$ cat src/rtl/countdown_mmss.sv
// countdown_mmss: three-digit BCD M:SS countdown timer.
// Keypad digits shift in from the right while stopped. The time counts
// down once per synchronized 1 Hz tick while running. A one-cycle done
// pulse marks expiry.
module countdown_mmss #(
    parameter int SYNC_STAGES = 2
) (
    input  logic       clk,
    input  logic       clearn,
    input  logic       load,
    input  logic [3:0] digit,
    input  logic       pgt_1hz,
    input  logic       run,
    output logic [3:0] mins,
    output logic [3:0] sec_tens,
    output logic [3:0] sec_ones,
    output logic       zero,
    output logic       busy,
    output logic       done
);

    typedef enum logic [1:0] {SETUP, COUNT, EXPIRED} state_t;

    state_t     state, state_next;
    logic [3:0] mins_next, tens_next, ones_next;
    logic       done_next;

    logic [SYNC_STAGES-1:0] load_sync, tick_sync;
    logic                   load_prev, tick_prev;
    logic [3:0]             digit_pipe [SYNC_STAGES];

    logic       load_p, tick_p;
    logic [3:0] digit_d;
    logic [3:0] dec_mins, dec_tens, dec_ones;
    logic       dec_zero;

    // Synchronize load/pgt_1hz; flops reset high so a level held through reset is no edge
    always_ff @(posedge clk or negedge clearn) begin
        if (!clearn) begin
            load_sync <= '1;
            tick_sync <= '1;
            load_prev <= 1'b1;
            tick_prev <= 1'b1;
            for (int i = 0; i < SYNC_STAGES; i++) begin
                digit_pipe[i] <= 4'd0;
            end
        end else begin
            load_sync     <= {load_sync[SYNC_STAGES-2:0], load};
            tick_sync     <= {tick_sync[SYNC_STAGES-2:0], pgt_1hz};
            load_prev     <= load_sync[SYNC_STAGES-1];
            tick_prev     <= tick_sync[SYNC_STAGES-1];
            digit_pipe[0] <= digit;
            for (int i = 1; i < SYNC_STAGES; i++) begin
                digit_pipe[i] <= digit_pipe[i-1];
            end
        end
    end

    assign load_p  = load_sync[SYNC_STAGES-1] & ~load_prev;
    assign tick_p  = tick_sync[SYNC_STAGES-1] & ~tick_prev;
    assign digit_d = digit_pipe[SYNC_STAGES-1];

    assign zero = (mins == 4'd0) && (sec_tens == 4'd0) && (sec_ones == 4'd0);
    assign busy = (state == COUNT);

    // One-second BCD decrement with borrow; unnormalized tens digits count down as-is
    always_comb begin
        dec_mins = mins;
        dec_tens = sec_tens;
        dec_ones = sec_ones;
        if (sec_ones != 4'd0) begin
            dec_ones = sec_ones - 4'd1;
        end else begin
            dec_ones = 4'd9;
            if (sec_tens != 4'd0) begin
                dec_tens = sec_tens - 4'd1;
            end else begin
                dec_tens = 4'd5;
                dec_mins = mins - 4'd1;
            end
        end
    end

    assign dec_zero = (dec_mins == 4'd0) && (dec_tens == 4'd0) && (dec_ones == 4'd0);

    // Next state, digit updates and expiry pulse
    always_comb begin
        state_next = state;
        mins_next  = mins;
        tens_next  = sec_tens;
        ones_next  = sec_ones;
        done_next  = 1'b0;
        case (state)
            SETUP: begin
                if (load_p && (digit_d <= 4'd9)) begin
                    mins_next = sec_tens;
                    tens_next = sec_ones;
                    ones_next = digit_d;
                end
                if (run && !zero) begin
                    state_next = COUNT;
                end
            end
            COUNT: begin
                if (tick_p) begin
                    mins_next = dec_mins;
                    tens_next = dec_tens;
                    ones_next = dec_ones;
                end
                if (tick_p && dec_zero) begin
                    state_next = EXPIRED;
                    done_next  = 1'b1;
                end else if (!run) begin
                    state_next = SETUP;
                end
            end
            EXPIRED: begin
                if (!run) begin
                    state_next = SETUP;
                end
            end
            default: begin
                state_next = SETUP;
            end
        endcase
    end

    // State, digit and done registers
    always_ff @(posedge clk or negedge clearn) begin
        if (!clearn) begin
            state    <= SETUP;
            mins     <= 4'd0;
            sec_tens <= 4'd0;
            sec_ones <= 4'd0;
            done     <= 1'b0;
        end else begin
            state    <= state_next;
            mins     <= mins_next;
            sec_tens <= tens_next;
            sec_ones <= ones_next;
            done     <= done_next;
        end
    end

endmodule

$ cat config.mk
export PLATFORM = sky130hd
export DESIGN_NAME = countdown_mmss
export DESIGN_NICKNAME = d
export VERILOG_FILES = /design/src/rtl/countdown_mmss.sv
export SDC_FILE = /design/constraint.sdc
export NUM_CORES = 1
export LEC_CHECK = 0
export ABC_CLOCK_PERIOD_IN_PS = 2000
export BUFFER_PORTS_ARGS = -buffer_cell sky130_fd_sc_hd__buf_2
export CELL_PAD_IN_SITES_DETAIL_PLACEMENT = 1
export CELL_PAD_IN_SITES_GLOBAL_PLACEMENT = 1
export CORE_UTILIZATION = 38
export CTS_CLUSTER_SIZE = 12
export DETAILED_ROUTE_END_ITERATION = 7
export GPL_ROUTABILITY_DRIVEN = 0
export GPL_TIMING_DRIVEN = 0
export PLACE_DENSITY_LB_ADDON = 0.1
export SYNTH_ARGS = -nofsm -noshare
export SYNTH_HDL_FRONTEND = slang
export SYNTH_SLANG_ARGS = --single-unit
$ cat constraint.sdc
create_clock -name clk -period 2 [get_ports clk]
set_clock_uncertainty 0.15 [all_clocks]
set_input_delay 0.4 -clock clk [delete_from_list [all_inputs] [get_ports clk]]
set_output_delay 0.4 -clock clk [all_outputs]
set_load 0.01 [all_outputs]
**After elaboration in Yosys (flattened, before gate mapping)**

Index checks and enable logic that the tools add are counted.

- Add/sub/neg operators: 3
- $mul: 0
- Divide/modulo/power cells: 0
- $lt $le $gt $ge: 1
- Eq/ne operators: 5
- Shift-type cells: 0
- Mux-type cells: 20
- Bitwise logic cells: 4
- Reductions and logical operators: 19

Operators by type and width:

| cell | number |
|---|---|
| two-way mux 4 bit | 11 |
| logical NOT 4 bit | 6 |
| one-hot mux 4 bit (2 select lines) | 3 |
| subtractor 4 x 1 -> 4 bit (second input constant) | 3 |
| nonzero test 4 bit | 2 |
| logical AND 1 bit | 7 |
| two-way mux 2 bit | 3 |
| one-hot mux 2 bit (3 select lines) | 1 |
| <= comparator 4 bit (second input constant) | 1 |
| != test 2 bit (second input constant) | 2 |
| AND reduction 3 bit | 1 |
| bitwise AND 1 bit | 2 |
| == test 2 x 1 -> 1 bit (second input constant) | 1 |
| == test 2 bit (second input constant) | 1 |
| logical NOT 2 bit | 1 |
| two-way mux 1 bit | 2 |
| != test 2 x 1 -> 1 bit (second input constant) | 1 |
| NOT 1 bit | 2 |
| nonzero test 2 bit | 1 |
| logical NOT 1 bit | 1 |

- Register bits after elaboration: 29
- Bits in latches: 0
- RAM bits: 0
- Bits in read-only memories: 0
- Output and inout port bits: 15
- Logic and storage cells: 63
- Memories kept: 0

**Logic depth before layout (Yosys ltp)**

Gate-level depths: netlist (run 1).

- Depth after elaboration: 9
- Depth in mapped cells: 7

**Least setup slack after synthesis (run 1)**

Ideal clock, no wire load.

- Path type: reg2reg
- Start: register sec_ones[3]
- End: register state[0]
- Arrival: 1.754 ns
- Slack: -0.023 ns
- Stages on the path, launching flop included: 7
- Buffers on the path: 1
- Clock period less this slack: 2.023 ns
- Cell sequence: dfrtp_1 > buf_6 > or4_4 > o31a_1 > nor3_2 > o211ai_2 > o21a_1

- Cells in the longest elaborated chain, start to end: 8
- Elaborated cells on any way between the ends: 18
- Those cells by class: add/sub (1); eq/ne (1); mux (5); reduce/logical (11)

Ends and longest elaborated chain:

| what | RTL line | text |
|---|---|---|
| start, declared | 16 | `output logic [3:0] sec_ones,` |
| start signal, assigned | 140 | `sec_ones <= ones_next;` |
| branches (longest 8 deep; another with subtractor 4 x 1 -> 4 bit) | n/a |  |
| end signal, assigned | 137 | `state <= state_next;` |
| end, declared | 24 | `state_t state, state_next;` |

Parallel ways; which one is timed is not known.
A chain may end at the register's enable or synchronous reset.

**Worst setup path after layout (run 1)**

- Start: register sec_ones[3]
- End: output port zero

- Cells in the longest elaborated chain, start to end: 2

Ends and longest elaborated chain:

| what | RTL line | text |
|---|---|---|
| logical NOT 4 bit | 63 | `assign zero = (mins == 4'd0) && (sec_tens == 4'd0) && (sec_ones == 4'd0);` |
| logical AND 1 bit | 63 |  |
| end, declared | 17 | `output logic zero,` |

No other way between the ends.

==> results of run 1 <==
repair_timing:
item | 4_1_cts | 5_1_grt
setup endpoints to repair | 12 | 17
pin swaps | 3 | 3
resized for setup | 16 | 8
hold buffers | 2 | 0
endpoints found under the hold margin | 24 | 0
setup buffers | 6 | 4
worst paths after layout:
path                                    startpoint  cells past startpoint  slack (ns)                       to
max                        sec_ones[3]$_DFFE_PN0P_                      4       -0.05                     zero
min                                        pgt_1hz                      1        0.01   tick_sync[0]$_DFF_PN1_
max reg2reg                sec_ones[3]$_DFFE_PN0P_                      5       -0.01     state[0]$_DFFE_PN0P_
min reg2reg                digit_pipe[7]$_DFF_PN0_                      0        0.20     digit_d[3]$_DFF_PN0_
max in group asynchronous                   clearn                      2        0.76  sec_ones[0]$_DFFE_PN0P_
min in group asynchronous                   clearn                      2        0.47      mins[3]$_DFFE_PN0P_
cells by family after synthesis:
family / after synthesis / synth area share (%)
AO/OA/AOI/OAI: 43 / 21.49
adder cells (fa/ha/maj): 2 / 1.845
buffers and inverters: 16 / 5.073
flip-flops: 29 / 54.06
multiplexers: 1 / 0.7380
AND/OR/NAND/NOR: 42 / 16.79
flip-flops by register name, indices dropped and copies added, names as in the netlist:
register / cells
sec_ones: 4
tick_prev: 1
load_prev: 1
sec_tens: 4
mins: 4
load_sync: 2
tick_sync: 2
state: 2
digit_d: 4
digit_pipe: 4
done: 1
per-layer routing:
metal  vias up  wire length [um]
met1       613              1556
met2        24              1859
met3         5               102
met5         -                 0
li1        562                 -
met4         0                49
power breakdown:
group | switching (W) | total, W | internal (W)
logic | 0.000537 | 0.00101 | 0.000469
registers | 0.000216 | 0.000941 | 0.000725
clock network | 0.000210 | 0.000509 | 0.000298
stage by stage:
| stage | power (W) | util, % | instances | setup TNS (ns) |
|---|---|---|---|---|
| finish | 0.002455 | 52.12 | 220 | -0.05479 |
| global route | 0.002622 | 52.12 | 220 | -0.3783 |
| CTS | 0.002460 | 51.09 | 217 | -0.1812 |
| detailed placement | 0.001764 | 45.11 | 202 | -1.822 |
| global placement | 0.001721 | 45.11 | 202 | -1.350 |
| floorplan | 0.001449 | - | 133 | -0.02285 |
final cells by class:
type	instances	share of cell area [%]
flip-flops and latches	29	41.93
multi-input cells	88	34.21
repair buffers	35	12.11
well taps	46	3.258
clock buffers	7	3.116
plain buffers	6	1.983
clock inverters	1	1.700
inverters	8	1.700
layout by cell type, fill, tap and decap left out, drive strengths merged, types with 2 or more instances in the layout:
cell	instances
o22ai	2
or3	2
nor3	5
nand3b	2
dfstp	6
nand2	6
ha	2
nand3	4
nor4	3
a21oi	9
dfrtp	23
buf	36
o21ai	11
o211a	2
a31oi	2
inv	8
a22oi	2
dlygate4sd3	2
clkbuf	10
o22a	4
nor2	16
o21a	3
o211ai	2
worst max-delay path, cell delays in order (launching register included):
cell     delay [ns]
dfrtp_2        0.46
nor4_4         0.32
nand2_2        0.14
nor2_1         0.11
buf_2          0.14
==> results.py, run 1 <==
metrics = {
    "run_status": {
        "status": "complete, but fails checks",
        "violations": "negative setup slack",
    },
    "die": {
        "io_pins": 24,
        "initial_core_util_pct": 40.01,
        "dieArea_mm2": 0.003812,
        "num_rows": 21,
        "die_x_um": 61.74,
        "die_h_um": 61.74,
        "core_area_mm2": 0.003390,
    },
    "clock_tree": {
        "cts_sinks": 29,
        "cts_root_buf": "clkbuf_4",
        "cts_buffers": 5,
        "h-tree-depth": 2,
        "cts_tree": "done",
        "insertion_delay_ns": 0.33,
        "max-clock-path-buffers": 2,
        "clkTransAtPathRegs_ns": 0.09,
    },
    "finish": {
        "n_antenna_cell": 0,
        "final_cell_area_mm2": 0.001767,
        "nets": 184,
        "layout-drive-gt1-share_pct": 39.08,
        "multi_input_area_um2": 604.3,
        "fill_cells": 392,
        "seqCellArea_um2": 740.7,
        "area_growth_pct": 30.26,
    },
    "setup_path": {
        "endpoint_kind": "output port",
        "cp_max_fo": 6,
        "required_ns": 1.45,
        "cp.arrival_ns": 1.50,
        "crit_path_start_kind": "flip-flop",
        "critical_path_class": "reg -> out",
    },
    "synth": {
        "syn_avg_cell_area_um2": 10.20,
        "synth_top_cell_area_share_pct": 42.44,
        "synth-seq-cells": 29,
        "synthCells": 133,
        "ys_seq_area_share_pct": 54.06,
        "synth.top_cells.by_count": "dfrtp_1, nor2_1, a21oi_1",
        "synthArstFlopShare_pct": 100.0,
        "syn_nets": 144,
        "ys_warn_count": 0,
        "yosys-top-cells-area": "dfrtp_1, dfstp_2, nor2_1",
        "ys.flop_type": "dfrtp_1",
        "yosys.area.top_type": "dfrtp_1",
        "synthMostInstantiatedCell": "dfrtp_1",
        "yosys.cell_types.count": 39,
        "synth_area_mm2": 0.001356,
        "synth_edf_count": 0,
    },
    "timing": {
        "hold_ws_ns": 0.01349,
        "drv_slew": 0,
        "hold_viol_final": 0,
        "worstMarginPinSlew_ns": 0.6490,
        "setup_slack_ns": -0.04551,
        "fmax_ghz": 0.4889,
        "period_needed_ns": 2.046,
        "slew-limit-headroom_pct": 56.74,
        "rsz0062_at_grt": "yes",
        "finalSetupViolations": 3,
        "fin_crit_sh_pct": 102.3,
    },
    "detailed_routing": {
        "wl_per_cell_um": 16.21,
        "via_per_inst": 5.473,
        "drc": 0,
        "drt-initial-drc-count": 53,
        "dr.pass1.iters": 4,
        "vias": 1204,
        "drt_wl_total_um": 3567,
        "antenna_left": 0,
    },
    "global_route": {
        "busiest_layer": "met2",
        "overflow": 0,
        "globalRouteMet3Util_pct": 4.762,
        "grt_usage_pct": 21.24,
        "grt_max_degree": 30,
        "first_global_vias": 1222,
        "gr-usage-met2_pct": 36.71,
        "antenna_found_initial": 0,
        "grt_pass1_wl_um": 5706,
        "gr-usage-met1_pct": 25.70,
    },
    "worst_hold_path": {
        "hp-class": "in -> reg",
    },
    "placement": {
        "portBuffers": 23,
        "hpwl_um": 2446,
        "post-place-ws_ns": -0.2959,
        "placed_area_mm2": 0.001529,
    },
    "power": {
        "powerDensity_mw_per_mm2": 1390,
        "worst_ir_drop_vdd_mv": 0.6253,
        "leakage_nw": 0.7962,
    },
    "run": {
        "cap_violations": 0,
    },
}
(Power assumes the default switching activity.)
==> run 2: changes to the inputs <==
ABC_CLOCK_PERIOD_IN_PS = 2050   (was 2000)
CORE_UTILIZATION = 42   (was 38)
clock period = 2.05 ns   (was 2 ns; I/O delays follow)
==> results.py, run 2 (synthesized netlist as in run 1, its figures left out) <==
metrics = {
    "finish": {
        "seqCellArea_um2": 739.5,
        "final_cell_mix": "buf_2, dfrtp_1, nor2_1",
        "final_cell_area_mm2": 0.001799,
        "final_cells": 224,
        "layout-drive-gt1-share_pct": 39.44,
        "n_antenna_cell": 0,
        "area_growth_pct": 32.66,
        "multi_input_area_um2": 615.6,
        "nets": 190,
        "final_common_cell": "buf_2",
        "fill_cells": 352,
    },
    "setup_path": {
        "crit_path_start_kind": "flip-flop",
        "critical_path_class": "reg -> out",
        "cp_max_fo": 6,
        "slowest_stage": "dfrtp_2",
        "timing.rr.start": "sec_ones[3]$_DFFE_PN0P_",
        "worstPathCellList": "nor4_4 > nand2_2 > nor2_1 > buf_2",
        "required_ns": 1.49,
        "crit_start": "sec_ones[3]$_DFFE_PN0P_",
        "r2r_cells": 8,
        "max_stage_delay_ns": 0.47,
        "endpoint_kind": "output port",
        "cp.arrival_ns": 1.57,
    },
    "global_route": {
        "grt_pass1_wl_um": 5823,
        "antenna_found_initial": 0,
        "overflow": 0,
        "first_global_vias": 1194,
        "grt_usage_pct": 23.98,
        "grt_max_degree": 30,
    },
    "detailed_routing": {
        "drt_wl_total_um": 3667,
        "antenna_left": 0,
        "drt-initial-drc-count": 23,
        "drc": 0,
        "wl_per_cell_um": 16.37,
        "dr.pass1.iters": 4,
        "via_per_inst": 5.366,
        "vias": 1202,
    },
    "placement": {
        "placed_area_mm2": 0.001526,
        "dp_cells": 200,
        "portBuffers": 23,
        "hpwl_um": 2306,
    },
    "worst_hold_path": {
        "hp-class": "in -> reg",
        "min_path_cells": 1,
        "hold_start": "digit[0]",
    },
    "timing": {
        "drv_slew": 0,
        "finalSetupViolations": 5,
        "fin_crit_sh_pct": 104.0,
        "period_needed_ns": 2.133,
        "worstMarginPinSlew_ns": 0.6257,
        "hold_viol_final": 0,
        "setup_slack_ns": -0.08264,
        "fin_tns_setup_ns": -0.2302,
        "rsz0062_at_grt": "yes",
        "fmax_ghz": 0.4689,
        "slew-limit-headroom_pct": 58.28,
    },
    "run_status": {
        "violations": "negative setup slack",
        "status": "complete, but fails checks",
    },
    "power": {
        "fin_total_pwr_w": 0.002265,
        "powerDensity_mw_per_mm2": 1259,
        "worst_ir_drop_vdd_mv": 0.4782,
        "leakage_nw": 0.8109,
    },
    "clock_tree": {
        "cts_buffers": 5,
        "clkTransAtPathRegs_ns": 0.10,
        "cts_root_buf": "clkbuf_4",
        "insertion_delay_ns": 0.35,
        "cts_tree": "done",
        "h-tree-depth": 2,
        "max-clock-path-buffers": 2,
        "cts_sinks": 29,
    },
    "run": {
        "cap_violations": 0,
    },
    "die": {
        "io_pins": 24,
        "dieArea_mm2": 0.003460,
        "die_x_um": 58.83,
        "core_area_mm2": 0.003053,
        "num_rows": 20,
        "die_h_um": 58.83,
        "initial_core_util_pct": 44.43,
    },
}
==> run 2: final timing paths <==
check,end,slack (ns)
worst min register to register,load_sync[1]$_DFF_PN1_,0.21
worst max-delay path,zero,-0.08
worst min-delay path,digit_pipe[4]$_DFF_PN0_,0.04
worst max register to register,done$_DFF_PN0_,-0.05
max in group asynchronous,sec_ones[2]$_DFFE_PN0P_,0.84
min in group asynchronous,mins[2]$_DFFE_PN0P_,0.44
==> run 2: final cells by class <==
class | instances | share of cell area [%]
tap | 44 | 3.060
timing repair buffer | 41 | 15.16
buffer | 6 | 1.739
clock inverter | 3 | 0.9736
multi-input combinational | 88 | 34.21
sequential | 29 | 41.10
clock buffer | 5 | 2.086
inverter | 8 | 1.669
==> run 2: report_power, final <==
group	leakage (nW)	switching [W]	internal (W)	total, W
Sequential	0.342	0.000230	0.000706	0.000935
Clock	0.0310	0.000218	0.000129	0.000347
Combinational	0.438	0.000510	0.000473	0.000983
==> run 2: what timing repair did <==
action                                  4_1_cts  5_1_grt
hold buffers                                  6        0
endpoints found under the setup margin       10       17
resized for setup                            10       16
pin swaps                                     7        8
endpoints found under the hold margin        28        0
setup buffers                                 4        8
==> run 2: critical path: cells and delay by family, from the launching register on <==
kind,cells,cell delay [ns]
flops,1,0.47
buf+inv,1,0.13
simple gates,3,0.64
==> run 2: through the flow <==
stage	hold slack, ns	setup WS, ns	util, %
after detailed placement	0.1895	-0.1694	50.00
after global routing	0.01235	-0.1722	58.93
after CTS	0.01375	-0.1551	56.07
after floorplan	-0.03559	0.02715	-
final	0.03699	-0.08264	58.93
after global placement	0.1828	-0.1220	50.00
==> run 2: metal layers <==
layer | wire length (um) | vias up | GRT usage [%]
met1 | 1631 | 597 | 29.73
met3 | 107 | 9 | 5.934
met2 | 1839 | 23 | 38.64
met5 | 0 | - | 0
li1 | - | 573 | -
met4 | 89 | 0 | 12.59
